`src/rtl/spi9_panel_init_seq.sv`:
```
// ROM-driven panel init sequencer: pulses lcd_rst, then streams 9-bit SPI
// frames (D/C + 8 data bits) and delays fetched from an external synchronous ROM.
module spi9_panel_init_seq #(
  parameter int CLK_DIV         = 2,
  parameter int ROM_AW          = 8,
  parameter int RST_LOW_CYCLES  = 10000,
  parameter int RST_WAIT_CYCLES = 20000,
  parameter int DELAY_UNIT      = 100000,
  parameter int AUTO_START      = 1
) (
  input  logic              clk,
  input  logic              rst_n,
  input  logic              start,
  output logic              busy,
  output logic              done,
  output logic [ROM_AW-1:0] rom_addr,
  input  logic [9:0]        rom_data,
  output logic              cs,
  output logic              sclk,
  output logic              sout,
  output logic              lcd_rst
);

  localparam int DLY_MAX = 255 * DELAY_UNIT;
  localparam int RST_MAX = (RST_LOW_CYCLES > RST_WAIT_CYCLES) ? RST_LOW_CYCLES : RST_WAIT_CYCLES;
  localparam int BIG_MAX = (DLY_MAX > RST_MAX) ? DLY_MAX : RST_MAX;
  localparam int CNT_MAX = (BIG_MAX > 2 * CLK_DIV) ? BIG_MAX : 2 * CLK_DIV;
  localparam int CNT_W   = $clog2(CNT_MAX + 1);

  typedef enum logic [2:0] {
    IDLE, RST_LOW, RST_WAIT, FETCH, SHIFT, GAP, DELAY, DONE
  } state_t;

  state_t            state_reg;
  logic [CNT_W-1:0]  cnt_reg;
  logic [4:0]        half_reg;
  logic [7:0]        sr_reg;
  logic              fetch_wait_reg;
  logic              last_reg;
  logic              first_reg;
  logic              cs_reg, sclk_reg, sout_reg, lcd_rst_reg, busy_reg, done_reg;
  logic [ROM_AW-1:0] rom_addr_reg;

  logic [1:0] op;
  logic [7:0] val;
  assign op  = rom_data[9:8];
  assign val = rom_data[7:0];

  always_ff @(posedge clk or negedge rst_n) begin
    if (!rst_n) begin
      state_reg      <= IDLE;
      cnt_reg        <= '0;
      half_reg       <= '0;
      sr_reg         <= '0;
      fetch_wait_reg <= 1'b0;
      last_reg       <= 1'b0;
      first_reg      <= 1'b1;
      cs_reg         <= 1'b1;
      sclk_reg       <= 1'b0;
      sout_reg       <= 1'b0;
      lcd_rst_reg    <= 1'b1;
      busy_reg       <= 1'b0;
      done_reg       <= 1'b0;
      rom_addr_reg   <= '0;
    end else begin
      first_reg <= 1'b0;
      case (state_reg)
        IDLE, DONE: begin
          // The first edge after reset release only honours AUTO_START, never start.
          if (first_reg ? (AUTO_START != 0) : start) begin
            state_reg    <= RST_LOW;
            busy_reg     <= 1'b1;
            done_reg     <= 1'b0;
            lcd_rst_reg  <= 1'b0;
            rom_addr_reg <= '0;
            last_reg     <= 1'b0;
            cnt_reg      <= CNT_W'(RST_LOW_CYCLES - 1);
          end
        end
        RST_LOW: begin
          if (cnt_reg == '0) begin
            lcd_rst_reg <= 1'b1;
            state_reg   <= RST_WAIT;
            cnt_reg     <= CNT_W'(RST_WAIT_CYCLES - 1);
          end else begin
            cnt_reg <= cnt_reg - 1'b1;
          end
        end
        RST_WAIT: begin
          if (cnt_reg == '0) begin
            state_reg      <= FETCH;
            fetch_wait_reg <= 1'b0;
          end else begin
            cnt_reg <= cnt_reg - 1'b1;
          end
        end
        FETCH: begin
          if (!fetch_wait_reg) begin
            fetch_wait_reg <= 1'b1;
          end else begin
            fetch_wait_reg <= 1'b0;
            if (op == 2'b11) begin
              state_reg <= DONE;
              busy_reg  <= 1'b0;
              done_reg  <= 1'b1;
            end else begin
              // The top address is the last entry: flag it instead of wrapping.
              if (&rom_addr_reg) last_reg <= 1'b1;
              else rom_addr_reg <= rom_addr_reg + 1'b1;
              if (!op[1]) begin
                state_reg <= SHIFT;
                cs_reg    <= 1'b0;
                sout_reg  <= op[0];
                sr_reg    <= val;
                half_reg  <= '0;
                cnt_reg   <= CNT_W'(CLK_DIV - 1);
              end else if (val == 8'd0) begin
                if (&rom_addr_reg) begin
                  state_reg <= DONE;
                  busy_reg  <= 1'b0;
                  done_reg  <= 1'b1;
                end
              end else begin
                state_reg <= DELAY;
                cnt_reg   <= CNT_W'(val) * CNT_W'(DELAY_UNIT) - CNT_W'(1);
              end
            end
          end
        end
        SHIFT: begin
          if (cnt_reg == '0) begin
            cnt_reg  <= CNT_W'(CLK_DIV - 1);
            half_reg <= half_reg + 1'b1;
            if (!half_reg[0]) begin
              sclk_reg <= 1'b1;
            end else begin
              sclk_reg <= 1'b0;
              if (half_reg == 5'd17) begin
                state_reg <= GAP;
                cs_reg    <= 1'b1;
                sout_reg  <= 1'b0;
                cnt_reg   <= CNT_W'(2 * CLK_DIV - 1);
              end else begin
                sout_reg <= sr_reg[7];
                sr_reg   <= {sr_reg[6:0], 1'b0};
              end
            end
          end else begin
            cnt_reg <= cnt_reg - 1'b1;
          end
        end
        GAP, DELAY: begin
          if (cnt_reg == '0) begin
            if (last_reg) begin
              state_reg <= DONE;
              busy_reg  <= 1'b0;
              done_reg  <= 1'b1;
            end else begin
              state_reg      <= FETCH;
              fetch_wait_reg <= 1'b0;
            end
          end else begin
            cnt_reg <= cnt_reg - 1'b1;
          end
        end
        default: state_reg <= IDLE;
      endcase
    end
  end

  assign busy     = busy_reg;
  assign done     = done_reg;
  assign rom_addr = rom_addr_reg;
  assign cs       = cs_reg;
  assign sclk     = sclk_reg;
  assign sout     = sout_reg;
  assign lcd_rst  = lcd_rst_reg;

endmodule
```
`config.mk`:
```
export PLATFORM = sky130hd
export DESIGN_NAME = spi9_panel_init_seq
export DESIGN_NICKNAME = d
export VERILOG_FILES = /design/src/rtl/spi9_panel_init_seq.sv
export SDC_FILE = /design/constraint.sdc
export NUM_CORES = 1
export LEC_CHECK = 0
export BUFFER_PORTS_ARGS = -buffer_cell sky130_fd_sc_hd__buf_2
export CORE_ASPECT_RATIO = 1.2
export CORE_MARGIN = 2
export CORE_UTILIZATION = 55
export DETAILED_ROUTE_END_ITERATION = 10
export PLACE_DENSITY_LB_ADDON = 0.15
export SLEW_MARGIN = 10
export SYNTH_ARGS = -nofsm -noshare
export SYNTH_HDL_FRONTEND = slang
export SYNTH_SLANG_ARGS = --single-unit
```
`constraint.sdc`:
```
create_clock -name clk -period 8.3 [get_ports clk]
set_input_delay 2.075 -clock clk [delete_from_list [all_inputs] [get_ports clk]]
set_output_delay 2.075 -clock clk [all_outputs]
set_load 0.02 [all_outputs]
```
==> results.yml, run 1 <==
synth:
  synthTopCellsByArea: "dfrtp_1 (26%), ha_1 (14%), a21oi_1 (5.9%)"
  synthesis.nets: 725
  synth_top_cell_by_area: "dfrtp_1"
  synthTopCellsByCount: "nor2_1 (69), a21oi_1 (63), ha_1 (62)"
  yosys_warnings: 0
  synth.avg_cell_area_um2: 8.41
  synthCells: 638
  synth_top_area_share_pct: 25.7
  synthFlopType: "dfrtp_1"
  syn_area_um2: 5360
  async_reset_ff_share_pct: 100
  seq_area_frac_synth_pct: 27.1
  synth_xor_area_share_pct: 6.37
  synth_top_family_by_area: "compound AO/OA/AOI/OAI gates"
  synth-edff-count: 0
  muxShareOfSynthArea_pct: 1.00
  synth.distinct_cells: 71
  yosys.area_share.simple_pct: 20.4
  ys_ff_latch: 58
  synth_fa_ha_area_share_pct: 19.3
  synth_compound_area_share_pct: 21.8
  synth_most_common_cell: "nor2_1"
setup_path:
  cpMostUsedCell: "ha_1"
  critical_path_arrival_ns: 6.38
  reg2regPathDepth: 9
  worstPathRequired_ns: 8.50
  startpoint_type: "input pin"
  critPathLaunch: "rom_data[2]"
  path_max_fanout: 9
  cpMaxStageDelayCell: "fa_1"
  crit_path_end: "cnt_reg[23]$_DFFE_PN0P_"
  r2r_slack_ns: 4.69
  critPathBufInv: 3
  r2r-start: "cnt_reg[0]$_DFFE_PN0P_"
  cp_top_family: "adder cells"
  criticalPathCategory: "in -> reg"
  endpoint_kind: "flop"
  cp.depth: 17
  slowest_delay_ns: 0.51
  reg2reg_to: "cnt_reg[7]$_DFFE_PN0P_"
  crit_chain: "buf_2 -> ha_1 -> ha_1 -> inv_1 -> fa_1 -> inv_1 -> fa_1 -> ha_1 -> a21o_1 -> a221oi_4 -> a21oi_1 -> a211oi_1 -> nand4_1 -> nor4_2 -> nand3_1 -> xnor2_1 -> o221ai_1"
clock_network:
  cts_buffer_depth: 2
  cts_resized: 0
  cts-root-buf: "clkbuf_16"
  cts_tree: "built"
  post_cts_buffers: 0
  clk_latency_ns: 0.34
  hold_buffers: 0
  clkTransAtPathRegs_ns: 0.05
  htreeDepth: 3
  clkSinkCount: 58
  cts_buffers: 9
final_layout:
  antenna_cells: 0
  drive_above_1_share_pct: 9.56
  largest_reg_flops: 25
  final_cells: 782
  area_growth_pct: 9.42
  num-fill-cells: 841
  nNetsFinal: 741
timing:
  rsz0062_at_grt: "no"
  worst_slew_pin_slew_ns: 0.935
  fin_skew_ns: 0.00977
  post-route-min-period_ns: 6.19
  final_hold_viol_count: 0
  fin_crit_sh_pct: 74.5
  tns_ns: 0
  setup_violations: 0
  drv_slew: 0
  maxSlewHeadroom_pct: 37.5
  clock.fmax_ghz: 0.162
route:
  viasPerCell: 6.17
  drc: 0
  wl_per_cell_um: 17.1
  drtPass1Iterations: 6
  vias: 4824
  drt_wl_total_mm: 13.4
  postRouteAntennaNets: 0
  drt_iter0_drc: 379
pwr:
  peakVddDrop_mv: 0.158
  p_leak_uw: 0.00259
  powerDensity_nw_per_um2: 341
floorplan:
  die_h_um: 112
  start_util_pct: 56.4
  io_pins: 27
  dieArea_um2: 10600
  fp.dieW_um: 94.2
  num_rows: 39
  core_um2: 9520
grt:
  grt_pass1_vias: 4607
  antenna_found_initial: 0
  grt_overflow: 0
  grt_usage_pct: 26.2
  grt_pass1_wl_mm: 21.8
  grt_max_degree: 59
placed_design:
  dp_hpwl_mm: 10.3
  place_congestion: 0.884
  dpl.cell_count: 766
  io_buffers: 26
run_status:
  outcome: "finished clean"
job:
  cap_violations: 0
hold_path:
  hold_class: "reg -> reg"
-- layout make-up --
type	instances	area [µm²]	area share, %
inverters	31	116	1.98
repair buffers	27	138	2.34
clock buffers	12	256	4.37
well taps	123	154	2.62
flip-flops and latches	58	1460	24.8
multi-input cells	527	3700	63.0
clock inverters	4	50.0	0.853
-- placed cells by master (no fill, tap or decap), types with 9 or more instances in the layout --
| cell type | n |
|---|---|
| ha_1 | 62 |
| buf_2 | 26 |
| xnor2_1 | 24 |
| nand3_1 | 11 |
| nor3_1 | 15 |
| o21ai_0 | 47 |
| nand4_1 | 12 |
| a21oi_1 | 63 |
| xor2_1 | 15 |
| nand2_1 | 52 |
| inv_1 | 31 |
| nor2_1 | 69 |
| nor4_1 | 11 |
| dfrtp_1 | 55 |
| clkbuf_16 | 9 |
| fa_1 | 12 |
-- stage by stage --
| stage | total power (µW) | worst slack [ns] | area (µm²) | hold WS (ns) | utilization (%) |
|---|---|---|---|---|---|
| global route | 2160 | 1.90 | 5870 | 0.487 | 61.7 |
| CTS | 1990 | 2.12 | 5870 | 0.475 | 61.7 |
| detailed placement | 1600 | 1.79 | 5560 | 0.464 | 58.5 |
| finish | 2000 | 2.11 | 5870 | 0.469 | 61.7 |
| global placement | 1570 | 1.90 | 5560 | 0.454 | 58.5 |
| floorplan | 1350 | 2.27 | 5360 | 0.477 | - |
-- routing by layer --
metal  wire [µm]  share of wire, %  track usage [%]
met5           0                 0                0
met4         393               2.9             10.6
met3         589               4.4             4.09
met2        6750                50             45.0
met1        5650                42             32.8
-- report_power, final --
group	internal [µW]	switching (µW)	total, µW
clock	248	132	380
combinational	428	682	1110
sequential	385	124	509
-- logic make-up after synthesis --
group,count (synthesis)
XOR/XNOR,39
buffers and inverters,53
other,1
flip-flops,58
multiplexers,5
AO/OA/AOI/OAI,186
adder cells (fa/ha/maj),76
AND/OR/NAND/NOR,220
-- worst min-delay path by stage --
stage / start / slack, ns / cells after the start / to
2_1_floorplan: cnt_reg[5]$_DFFE_PN0P_ / 0.48 / 2 / cnt_reg[5]$_DFFE_PN0P_
3_3_place_gp: busy$_DFFE_PN0P_ / 0.45 / 1 / busy$_DFFE_PN0P_
3_5_place_dp: busy$_DFFE_PN0P_ / 0.46 / 1 / busy$_DFFE_PN0P_
4_1_cts: busy$_DFFE_PN0P_ / 0.47 / 1 / busy$_DFFE_PN0P_
5_1_grt: busy$_DFFE_PN0P_ / 0.49 / 1 / busy$_DFFE_PN0P_
6_report: busy$_DFFE_PN0P_ / 0.47 / 1 / busy$_DFFE_PN0P_
(Power assumes the default switching activity.)
==> run 2: changes to the inputs <==
==> constraint.sdc (replaced) <==
create_clock -name clk -period 6.4 [get_ports clk]
set_input_delay 1.6 -clock clk [delete_from_list [all_inputs] [get_ports clk]]
set_output_delay 1.6 -clock clk [all_outputs]
set_load 0.02 [all_outputs]
==> run 2 against run 1 <==
Global-route usage up 0.40 points. Worst hold slack about the same. Utilization about the same. Wire length up 1.3%. Flip-flop and latch count unchanged. Final cell count up 0.13%. Final area about the same. Clock skew up 0.0032 ns. First-iteration DRC count up 25%. Via count up 0.12%. Critical endpoint unchanged. Largest cell class unchanged.
==> results.yml, run 2 (synthesized netlist as in run 1, its figures left out) <==
pwr:
  intPower_uw: 1360
  p_switching_uw: 1220
  pwr-share-clk_pct: 18.8
  switching_share_pct: 47.2
  seqPwrFrac_pct: 25.4
  p_comb_share_pct: 55.8
  p_leak_uw: 0.00259
  peakVddDrop_mv: 0.183
  powerDensity_nw_per_um2: 440
setup_path:
  cpMostUsedCell: "ha_1"
  crit_chain: "buf_2 -> ha_1 -> ha_1 -> inv_1 -> fa_1 -> inv_1 -> fa_1 -> ha_1 -> a21o_1 -> a221oi_4 -> a21oi_1 -> a211oi_1 -> nand4_1 -> nor4_2 -> nand3_1 -> xnor2_1 -> o221ai_1"
  critical_path_arrival_ns: 5.91
  worstPathRequired_ns: 6.60
  cpMaxStageDelayCell: "fa_1"
  criticalPathCategory: "in -> reg"
  slowest_delay_ns: 0.51
  endpoint_kind: "flop"
  path_max_fanout: 9
  startpoint_type: "input pin"
route:
  drt_wl_total_mm: 13.6
  drc: 0
  postRouteAntennaNets: 0
  drtPass1Iterations: 5
  wl_per_cell_um: 17.3
  vias: 4830
  viasPerCell: 6.17
  drt_iter0_drc: 475
clock_network:
  hold_buffers: 0
  htreeDepth: 3
  cts_resized: 0
  cts_buffers: 9
  cts_tree: "built"
  post_cts_buffers: 0
  cts_buffer_depth: 2
  clkTransAtPathRegs_ns: 0.05
  clkSinkCount: 58
  cts-root-buf: "clkbuf_16"
  clk_latency_ns: 0.34
final_layout:
  final_common_cell: "nor2_1"
  num-fill-cells: 839
  antenna_cells: 0
  layout_common_cells: "nor2_1 (69), a21oi_1 (63), ha_1 (62), dfrtp_1 (55), nand2_1 (52)"
  multi_input_area_um2: 3700
  finalInstanceArea_um2: 5870
  area.sequential_um2: 1460
  nNetsFinal: 742
  drive_above_1_share_pct: 9.70
  largest_reg_flops: 25
  area_growth_pct: 9.40
  finish.utilization_pct: 61.7
timing:
  fin_skew_ns: 0.0130
  fin_crit_sh_pct: 89.3
  clock.fmax_ghz: 0.175
  tns_ns: 0
  hold_ws_ns: 0.468
  worst_slew_pin_slew_ns: 0.955
  post-route-min-period_ns: 5.71
  setup_violations: 0
  maxSlewHeadroom_pct: 36.1
  rsz0062_at_grt: "no"
  drv_slew: 0
  final_hold_viol_count: 0
floorplan:
  num_rows: 39
  io_pins: 27
  start_util_pct: 56.4
  die_h_um: 112
  core_um2: 9520
  dieArea_um2: 10600
  fp.dieW_um: 94.2
job:
  cap_violations: 0
grt:
  grt_pass1_vias: 4666
  grt_usage_pct: 26.6
  grt_overflow: 0
  grt_pass1_wl_mm: 22.1
  antenna_found_initial: 0
  grt_max_degree: 59
placed_design:
  postPlaceCellArea_um2: 5570
  dp_hpwl_mm: 10.4
  place_congestion: 0.887
  io_buffers: 26
run_status:
  outcome: "finished clean"
hold_path:
  hold_class: "reg -> reg"
[run 2: path summary, 6_finish.rpt]
kind | startpoint | end | slack (ns) | cells past startpoint
max | rom_data[2] | cnt_reg[23]$_DFFE_PN0P_ | 0.69 | 17
min | busy$_DFFE_PN0P_ | busy$_DFFE_PN0P_ | 0.47 | 1
max reg2reg | cnt_reg[0]$_DFFE_PN0P_ | cnt_reg[17]$_DFFE_PN0P_ | 2.83 | 9
min reg2reg | busy$_DFFE_PN0P_ | busy$_DFFE_PN0P_ | 0.47 | 1
max in group asynchronous | rst_n | half_reg[4]$_DFFE_PN0P_ | 4.50 | 2
min in group asynchronous | rst_n | cnt_reg[19]$_DFFE_PN0P_ | 1.41 | 2
[run 2: final cells by class]
class / instances / area share (%)
multi-input cells: 527 / 63.0
flip-flops and latches: 58 / 24.8
clock buffers: 11 / 4.14
well taps: 123 / 2.62
repair buffers: 28 / 2.47
inverters: 31 / 1.98
clock inverters: 5 / 0.938
[run 2: through the flow]
step           instances  power (µW)  setup WS (ns)
2_1_floorplan        638        1750          0.849
6_report             783        2580          0.688
4_1_cts              783        2570          0.677
5_1_grt              783        2790          0.323
3_3_place_gp         767        2040          0.483
3_5_place_dp         767        2080          0.349
[run 2: power groups by stage]
stage                     sequential, µW  combinational, µW  clock, µW
final                                656               1440        486
after global routing                 679               1600        507
after CTS                            652               1430        490
after detailed placement             656               1420          0
after global placement               652               1380          0
after floorplan                      612               1140          0
[run 2: worst max-delay path: cells and delay by family]
family          cells  cell delay (ns)
simple gates        3             0.70
compound gates      5             1.25
buf+inv             3             0.24
fa+ha+maj           5             1.97
xor+xnor            1             0.15
[run 2: layer usage]
metal	share of wire [%]	wire (µm)	up-vias	track usage, %
li1	-	-	2341	-
met1	42	5700	2319	32.4
met2	51	6930	138	46.0
met3	4.2	572	32	4.90
met4	2.6	347	0	10.8
met5	0	0	-	0
